File: config.mk
export PLATFORM = sky130hd
export DESIGN_NAME = dm_store_buffer_flat
export DESIGN_NICKNAME = d
export VERILOG_FILES = /design/src/rtl/dm_store_buffer_if.sv /design/src/rtl/dm_store_buffer.sv /design/src/flat_wrapper.sv
export SDC_FILE = /design/constraint.sdc
export NUM_CORES = 1
export LEC_CHECK = 0
export BUFFER_PORTS_ARGS = -buffer_cell sky130_fd_sc_hd__buf_4
export CORE_MARGIN = 10
export CORE_UTILIZATION = 62
export CTS_BUF_LIST = sky130_fd_sc_hd__clkbuf_16
export CTS_CLUSTER_DIAMETER = 80
export DETAILED_ROUTE_END_ITERATION = 8
export GPL_ROUTABILITY_DRIVEN = 0
export PLACE_DENSITY_LB_ADDON = 0.05
export SLEW_MARGIN = 0
export SYNTH_ARGS = -nofsm -noshare
export SYNTH_HDL_FRONTEND = slang
export SYNTH_SLANG_ARGS = --single-unit
File: constraint.sdc
create_clock -name clk -period 6.3 [get_ports clk]
set_input_delay 0.945 -clock clk [delete_from_list [all_inputs] [get_ports clk]]
set_output_delay 0.945 -clock clk [all_outputs]
set_load 0.005 [all_outputs]
File: src/rtl/dm_store_buffer_if.sv
// Store-buffer bus: MEM-stage store/load side plus the dm write port and status.
// The master modport is the MEM stage / dm side, the slave modport is the buffer.
interface dm_store_buffer_if #(
    parameter int DEPTH = 4
);
    localparam int CW = $clog2(DEPTH) + 1;

    logic          st_valid;
    logic [31:0]   st_pc;
    logic [31:0]   st_addr;
    logic [31:0]   st_data;
    logic          st_ready;

    logic          ld_valid;
    logic [31:0]   ld_addr;
    logic [31:0]   dm_rd;
    logic [31:0]   ld_data;
    logic          ld_hit;

    logic          drain_en;
    logic          dm_we;
    logic [31:0]   dm_pc;
    logic [31:0]   dm_addr;
    logic [31:0]   dm_wd;

    logic [CW-1:0] count;
    logic          empty;
    logic          full;

    modport master (
        output st_valid, st_pc, st_addr, st_data,
        output ld_valid, ld_addr, dm_rd,
        output drain_en,
        input  st_ready, ld_data, ld_hit,
        input  dm_we, dm_pc, dm_addr, dm_wd,
        input  count, empty, full
    );

    modport slave (
        input  st_valid, st_pc, st_addr, st_data,
        input  ld_valid, ld_addr, dm_rd,
        input  drain_en,
        output st_ready, ld_data, ld_hit,
        output dm_we, dm_pc, dm_addr, dm_wd,
        output count, empty, full
    );
endinterface

File: src/rtl/dm_store_buffer.sv
// Word-store FIFO between MEM and data memory with youngest-match load forwarding.
// Optional: define DMSB_COALESCE_EN to merge a store into the youngest same-word entry.
module dm_store_buffer #(
    parameter int DEPTH = 4,
    parameter int AW    = 12
) (
    input logic              clk,
    input logic              rst,
    dm_store_buffer_if.slave sb
);
    localparam int PW = $clog2(DEPTH);
    localparam int CW = PW + 1;
    localparam logic [CW-1:0] FULL_CNT = CW'(DEPTH);
    localparam logic [PW-1:0] PTR_ONE  = PW'(1);

    logic [31:0] pc_q   [DEPTH];
    logic [31:2] addr_q [DEPTH];
    logic [31:0] data_q [DEPTH];

    logic [PW-1:0] head_q;
    logic [PW-1:0] head_d;
    logic [PW-1:0] tail_q;
    logic [PW-1:0] tail_d;
    logic [CW-1:0] count_q;
    logic [CW-1:0] count_d;

    logic          empty;
    logic          full;
    logic          drain;
    logic          push;
    logic          coal;
    logic          fwd_hit;
    logic [31:0]   fwd_data;
    logic [PW-1:0] idx;
    logic          unused_addr_bits;

    assign empty = (count_q == '0);
    assign full  = (count_q == FULL_CNT);
    assign drain = !empty && sb.drain_en;

`ifdef DMSB_COALESCE_EN
    logic [PW-1:0] young;

    assign young = tail_q - PTR_ONE;
    // The head leaving this cycle cannot absorb a new store.
    assign coal  = sb.st_valid && !empty
                && addr_q[young][AW+1:2] == sb.st_addr[AW+1:2]
                && !(drain && young == head_q);
`else
    assign coal  = 1'b0;
`endif

    assign push = sb.st_valid && !full && !coal;

    always_comb begin
        head_d  = drain ? head_q + PTR_ONE : head_q;
        tail_d  = push ? tail_q + PTR_ONE : tail_q;
        count_d = count_q;
        unique case ({push, drain})
            2'b10:   count_d = count_q + 1'b1;
            2'b01:   count_d = count_q - 1'b1;
            default: count_d = count_q;
        endcase
    end

    always_ff @(posedge clk) begin
        if (rst) begin
            head_q  <= '0;
            tail_q  <= '0;
            count_q <= '0;
        end else begin
            head_q  <= head_d;
            tail_q  <= tail_d;
            count_q <= count_d;
        end
    end

    always_ff @(posedge clk) begin
        if (push) begin
            pc_q[tail_q]   <= sb.st_pc;
            addr_q[tail_q] <= sb.st_addr[31:2];
            data_q[tail_q] <= sb.st_data;
        end
`ifdef DMSB_COALESCE_EN
        if (coal) begin
            pc_q[young]   <= sb.st_pc;
            data_q[young] <= sb.st_data;
        end
`endif
    end

    // Walk oldest to youngest so the last match left standing is the youngest.
    always_comb begin
        fwd_hit  = 1'b0;
        fwd_data = sb.dm_rd;
        idx      = head_q;
        for (int i = 0; i < DEPTH; i++) begin
            idx = head_q + PW'(i);
            if (sb.ld_valid && i < int'(count_q)
                && addr_q[idx][AW+1:2] == sb.ld_addr[AW+1:2]) begin
                fwd_hit  = 1'b1;
                fwd_data = data_q[idx];
            end
        end
    end

    assign sb.ld_hit   = fwd_hit;
    assign sb.ld_data  = fwd_data;

    assign sb.st_ready = !full || coal;
    assign sb.dm_we    = drain;
    assign sb.dm_pc    = pc_q[head_q];
    assign sb.dm_addr  = {addr_q[head_q], 2'b00};
    assign sb.dm_wd    = data_q[head_q];

    assign sb.count    = count_q;
    assign sb.empty    = empty;
    assign sb.full     = full;

    assign unused_addr_bits = ^{sb.st_addr[1:0], sb.ld_addr[1:0],
                                sb.ld_addr[31:AW+2]};
endmodule

File: src/flat_wrapper.sv
// flat-port wrapper written by rule: the top's interface ports become plain ports
module dm_store_buffer_flat 
#(
    parameter int DEPTH = 4,
    parameter int AW    = 12
)
  (clk, rst, sb_st_valid, sb_st_pc, sb_st_addr, sb_st_data, sb_ld_valid, sb_ld_addr, sb_dm_rd, sb_drain_en, sb_st_ready, sb_ld_data, sb_ld_hit, sb_dm_we, sb_dm_pc, sb_dm_addr, sb_dm_wd, sb_count, sb_empty, sb_full);
  dm_store_buffer_if #(.DEPTH(DEPTH)) sb_i ();
  input logic clk;
  input logic rst;
  input wire logic [$bits(sb_i.st_valid)-1:0] sb_st_valid;
  input wire logic [$bits(sb_i.st_pc)-1:0] sb_st_pc;
  input wire logic [$bits(sb_i.st_addr)-1:0] sb_st_addr;
  input wire logic [$bits(sb_i.st_data)-1:0] sb_st_data;
  input wire logic [$bits(sb_i.ld_valid)-1:0] sb_ld_valid;
  input wire logic [$bits(sb_i.ld_addr)-1:0] sb_ld_addr;
  input wire logic [$bits(sb_i.dm_rd)-1:0] sb_dm_rd;
  input wire logic [$bits(sb_i.drain_en)-1:0] sb_drain_en;
  output wire logic [$bits(sb_i.st_ready)-1:0] sb_st_ready;
  output wire logic [$bits(sb_i.ld_data)-1:0] sb_ld_data;
  output wire logic [$bits(sb_i.ld_hit)-1:0] sb_ld_hit;
  output wire logic [$bits(sb_i.dm_we)-1:0] sb_dm_we;
  output wire logic [$bits(sb_i.dm_pc)-1:0] sb_dm_pc;
  output wire logic [$bits(sb_i.dm_addr)-1:0] sb_dm_addr;
  output wire logic [$bits(sb_i.dm_wd)-1:0] sb_dm_wd;
  output wire logic [$bits(sb_i.count)-1:0] sb_count;
  output wire logic [$bits(sb_i.empty)-1:0] sb_empty;
  output wire logic [$bits(sb_i.full)-1:0] sb_full;
  assign sb_i.st_valid = sb_st_valid;
  assign sb_i.st_pc = sb_st_pc;
  assign sb_i.st_addr = sb_st_addr;
  assign sb_i.st_data = sb_st_data;
  assign sb_i.ld_valid = sb_ld_valid;
  assign sb_i.ld_addr = sb_ld_addr;
  assign sb_i.dm_rd = sb_dm_rd;
  assign sb_i.drain_en = sb_drain_en;
  assign sb_st_ready = sb_i.st_ready;
  assign sb_ld_data = sb_i.ld_data;
  assign sb_ld_hit = sb_i.ld_hit;
  assign sb_dm_we = sb_i.dm_we;
  assign sb_dm_pc = sb_i.dm_pc;
  assign sb_dm_addr = sb_i.dm_addr;
  assign sb_dm_wd = sb_i.dm_wd;
  assign sb_count = sb_i.count;
  assign sb_empty = sb_i.empty;
  assign sb_full = sb_i.full;
  dm_store_buffer #(.DEPTH(DEPTH), .AW(AW)) u_core (.clk(clk), .rst(rst), .sb(sb_i));
endmodule
==> summary.txt <==
Power and ir drop
  – Sw frac: 0.2920
  – Comb power frac: 0.297
  – Sequential share of power: 0.418
  – Max VDD drop: 304.0 uV
  – Power per Cell Area: 337.8 mW/mm^2
  – Total Power: around 7.8 mW
  – Internal power: 5.504 mW
  – Sw Pwr: about 2.3 mW
  – Clock share of power: 0.285
  – Pleak: 7.670 nW

Yosys
  – FFs w/ async S/R, synth: 0
  – Synth warn: 0
  – Top cells by area, synth: edfxtp_1 (58%), mux4_2 (11%), mux2i_1 (6.2%)
  – Yosys top cell by area: edfxtp_1
  – Yosys top cell area share: 0.5796
  – Synth top cells by count: edfxtp_1 (376), mux2i_1 (120), mux4_2 (97)
  – Post-synthesis sequential area ratio: 0.5888
  – Yosys cell types: 62
  – Post-Syn Area: roughly 0.019 sq mm
  – #FFs+latches synth: 385
  – Number of flops mapped to enable cells by yosys: 376
  – Average size of a mapped cell: around 15 sq um
  – Cell with the most instances after synthesis: edfxtp_1
  – Synth Instances: 1288
  – Main flop type after synthesis: edfxtp_1

Timing
  – Fmax: approximately 170 MHz
  – Clock skew: 10.82 ps
  – Slew HR: 0.2154
  – Tmin final: 5853 ps
  – Setup tns final: 0 ps
  – Fin crit share: 0.9291
  – Slew @ Worst Pin: roughly 1200 ps
  – RSZ-0062 raised after global routing: false
  – Hold Slack: approximately 610 ps
  – Fin. max-slew vios: 0
  – Setup violators final: 0
  – Final hold violations: 0

Floorplan
  – Die W: 197.3 microns
  – # IOs: 301
  – Die Area: 0.03891 sq mm
  – Starting Density: 0.6319
  – Die Y: approximately 200 microns
  – Num rows: 64
  – Core footprint: ~0.031 sq mm

Critical path
  – WS Path Type: reg2out
  – Reg2reg path depth: 5
  – Delay-heaviest family, CP: simple AND/OR/NAND/NOR gates
  – Arr. time, crit path: 4910 ps
  – CP Cell Sequence: mux4_2 -> xnor2_1 -> nand4_1 -> nor4_1 -> o21a_2 -> buf_4 -> a211oi_2 -> or3_1 -> o211ai_2 -> buf_4
  – Crit path top cell by count: buf_4
  – FF-to-FF End: u_core.data_q[3][21]
  – Crit path from: u_core.head_q[0]
  – Crit start category: flip-flop
  – Buf/Inv on CP: 2
  – WP data required: 5350 ps
  – Slowest stage cell, crit path: dfxtp_1
  – R2R setup slack: 3400 ps
  – Crit Path Max Fanout: 25
  – Slowest stage delay, CP: 880 ps
  – RR Startpoint: u_core.sb.count[0]
  – Crit path capture type: primary output

Outcome
  – Status: completed

Drt
  – Final ANT Viol Nets: 0
  – Initial DRC count: about 1.1k
  – Drt total wl: 49.52 mm
  – Vias: 12.53k
  – DRT Pass-1 Iters: 5
  – Vias/cell: between 6 and 7
  – Drt wl/cell: 25.34 microns
  – Remaining DRCs: 0

Clock tree
  – Sink Count: 385
  – # Post-CTS Setup Buffers: 0
  – Hold_buf cts: 0
  – H-tree depth: 2
  – Clock transition at path regs: 50 ps
  – Clk Latency, worst-skew pair: 520 ps
  – Resized cells post-CTS: 0
  – Clock buffer count from CTS: 40
  – CTS tree: yes
  – Clk root buf: clkbuf_16
  – CTS max path bufs: 3

Global route
  – Global-route wire length before repair: between 70 and 80 mm
  – Congestion Overflow GR: 0
  – Gr usage total: 0.2503
  – Largest net degree at the start of global routing: 81
  – Initial antenna violation count: 7
  – Vias in the first global route: 12.83k

Worst hold path
  – Worst hold path startpoint: u_core.sb.count[2]
  – HP Class: reg2reg
  – Worst Hold Path EP: u_core.sb.count[2]
  – Hold path depth: 2

Cells and area
  – Layout cells sized above 1: 0.3409
  – Area Growth Syn to Fin: 18.14%
  – Final-stage net count: 1698
  – Layout Utilization: 0.7465
  – Layout filler cell count: a little under 2k
  – Post-route cell area: ~0.023 sq mm

Place
  – Port-buffer cells: 276
  – Dpl cell area: 0.02176 sq mm
  – Detailed placement HPWL: 31.67 mm

Run
  – Max Cap Viol: 0
[power groups by stage]
stage | sequential [mW] | combinational (mW) | clock, mW
after detailed placement | 3.30 | 2.31 | 0
after global routing | 3.28 | 2.50 | 2.35
final | 3.25 | 2.31 | 2.22
after global placement | 3.28 | 2.29 | 0
after CTS | 3.25 | 2.33 | 2.25
after floorplan | 3.18 | 1.53 | 0
[per-stage QoR]
| step | std cells | setup slack [ps] |
|---|---|---|
| after global routing | 1952 | 189.0 |
| after CTS | 1948 | 498.4 |
| after global placement | 1878 | 1163 |
| after detailed placement | 1878 | 1091 |
| final | 1954 | 446.6 |
| after floorplan | 1289 | 2374 |
[flip-flops by register name, summed over array words and instances (netlist names), named ones only]
| signal | cells |
|---|---|
| u_core.addr_q | 120 |
| u_core.pc_q | 128 |
| u_core.head_q | 2 |
| u_core.sb.count | 3 |
| u_core.tail_q | 2 |
| u_core.data_q | 128 |
[cells by family after synthesis]
family | synth area share
fa+ha+maj | 0.005780
mux | 0.1948
compound gates | 0.09191
simple gates | 0.06500
xor+xnor | 0.02460
buf+inv | 0.02890
flops | 0.5888
other cells | 0.0001925
[how the worst max path moves through the flow]
stage	cells past startpoint	end	slack (ps)
after floorplan	10	sb_ld_data[23]	2370
after global placement	10	sb_ld_data[9]	1160
after detailed placement	10	sb_ld_data[9]	1090
after CTS	10	sb_ld_data[9]	500
after global routing	10	sb_ld_data[9]	190
final	10	sb_ld_data[9]	450
[cell usage in the layout (no fill, tap or decap), types with 3 or more instances in the layout]
master / n
bufinv_16: 3
nor2b_1: 66
diode_2: 6
clkbuf_16: 41
o2bb2ai_1: 4
dfxtp_1: 6
xnor2_1: 28
or3_1: 34
nor3_1: 7
nor4_1: 3
a211oi_1: 81
and3_4: 4
a211oi_2: 17
clkinv_2: 5
nand2_1: 13
o21ai_0: 3
edfxtp_1: 376
xor2_1: 23
mux2_2: 34
nand3_1: 9
o211ai_1: 24
a31oi_1: 32
o22ai_1: 3
nand4_1: 10
mux2i_1: 120
inv_1: 21
mux4_2: 97
o211ai_2: 9
clkinv_1: 6
buf_4: 300
a21oi_1: 41
nor2_1: 77
ha_1: 9
dfxtp_4: 3
[layout make-up]
class,count,area (sq um),area share
clock inverters,29,209.0,0.009079
clock buffers,41,1026,0.04458
inverters,10,40.04,0.001740
diodes,6,15.01,0.0006524
repair buffers,300,2252,0.09786
flip-flops and latches,385,11480,0.4989
well taps,396,495.5,0.02153
multi-input cells,787,7495,0.3256
[tightest hold or removal path, delay by kind of cell (launching register included)]
kind               cells  cell delay, ps
DFF                    1             380
AOI/OAI and AO/OA      2             170
[per-layer routing]
| layer | global-route usage | vias to the layer above | share of wire |
|---|---|---|---|
| li1 | - | 5651 | - |
| met2 | 0.4163 | 471 | 0.50 |
| met1 | 0.3026 | 6303 | 0.38 |
| met4 | 0.09114 | 2 | 0.031 |
| met3 | 0.07853 | 101 | 0.092 |
| met5 | 0 | - | 0.00026 |
No activity file was read; power rests on OpenSTA's default activity.
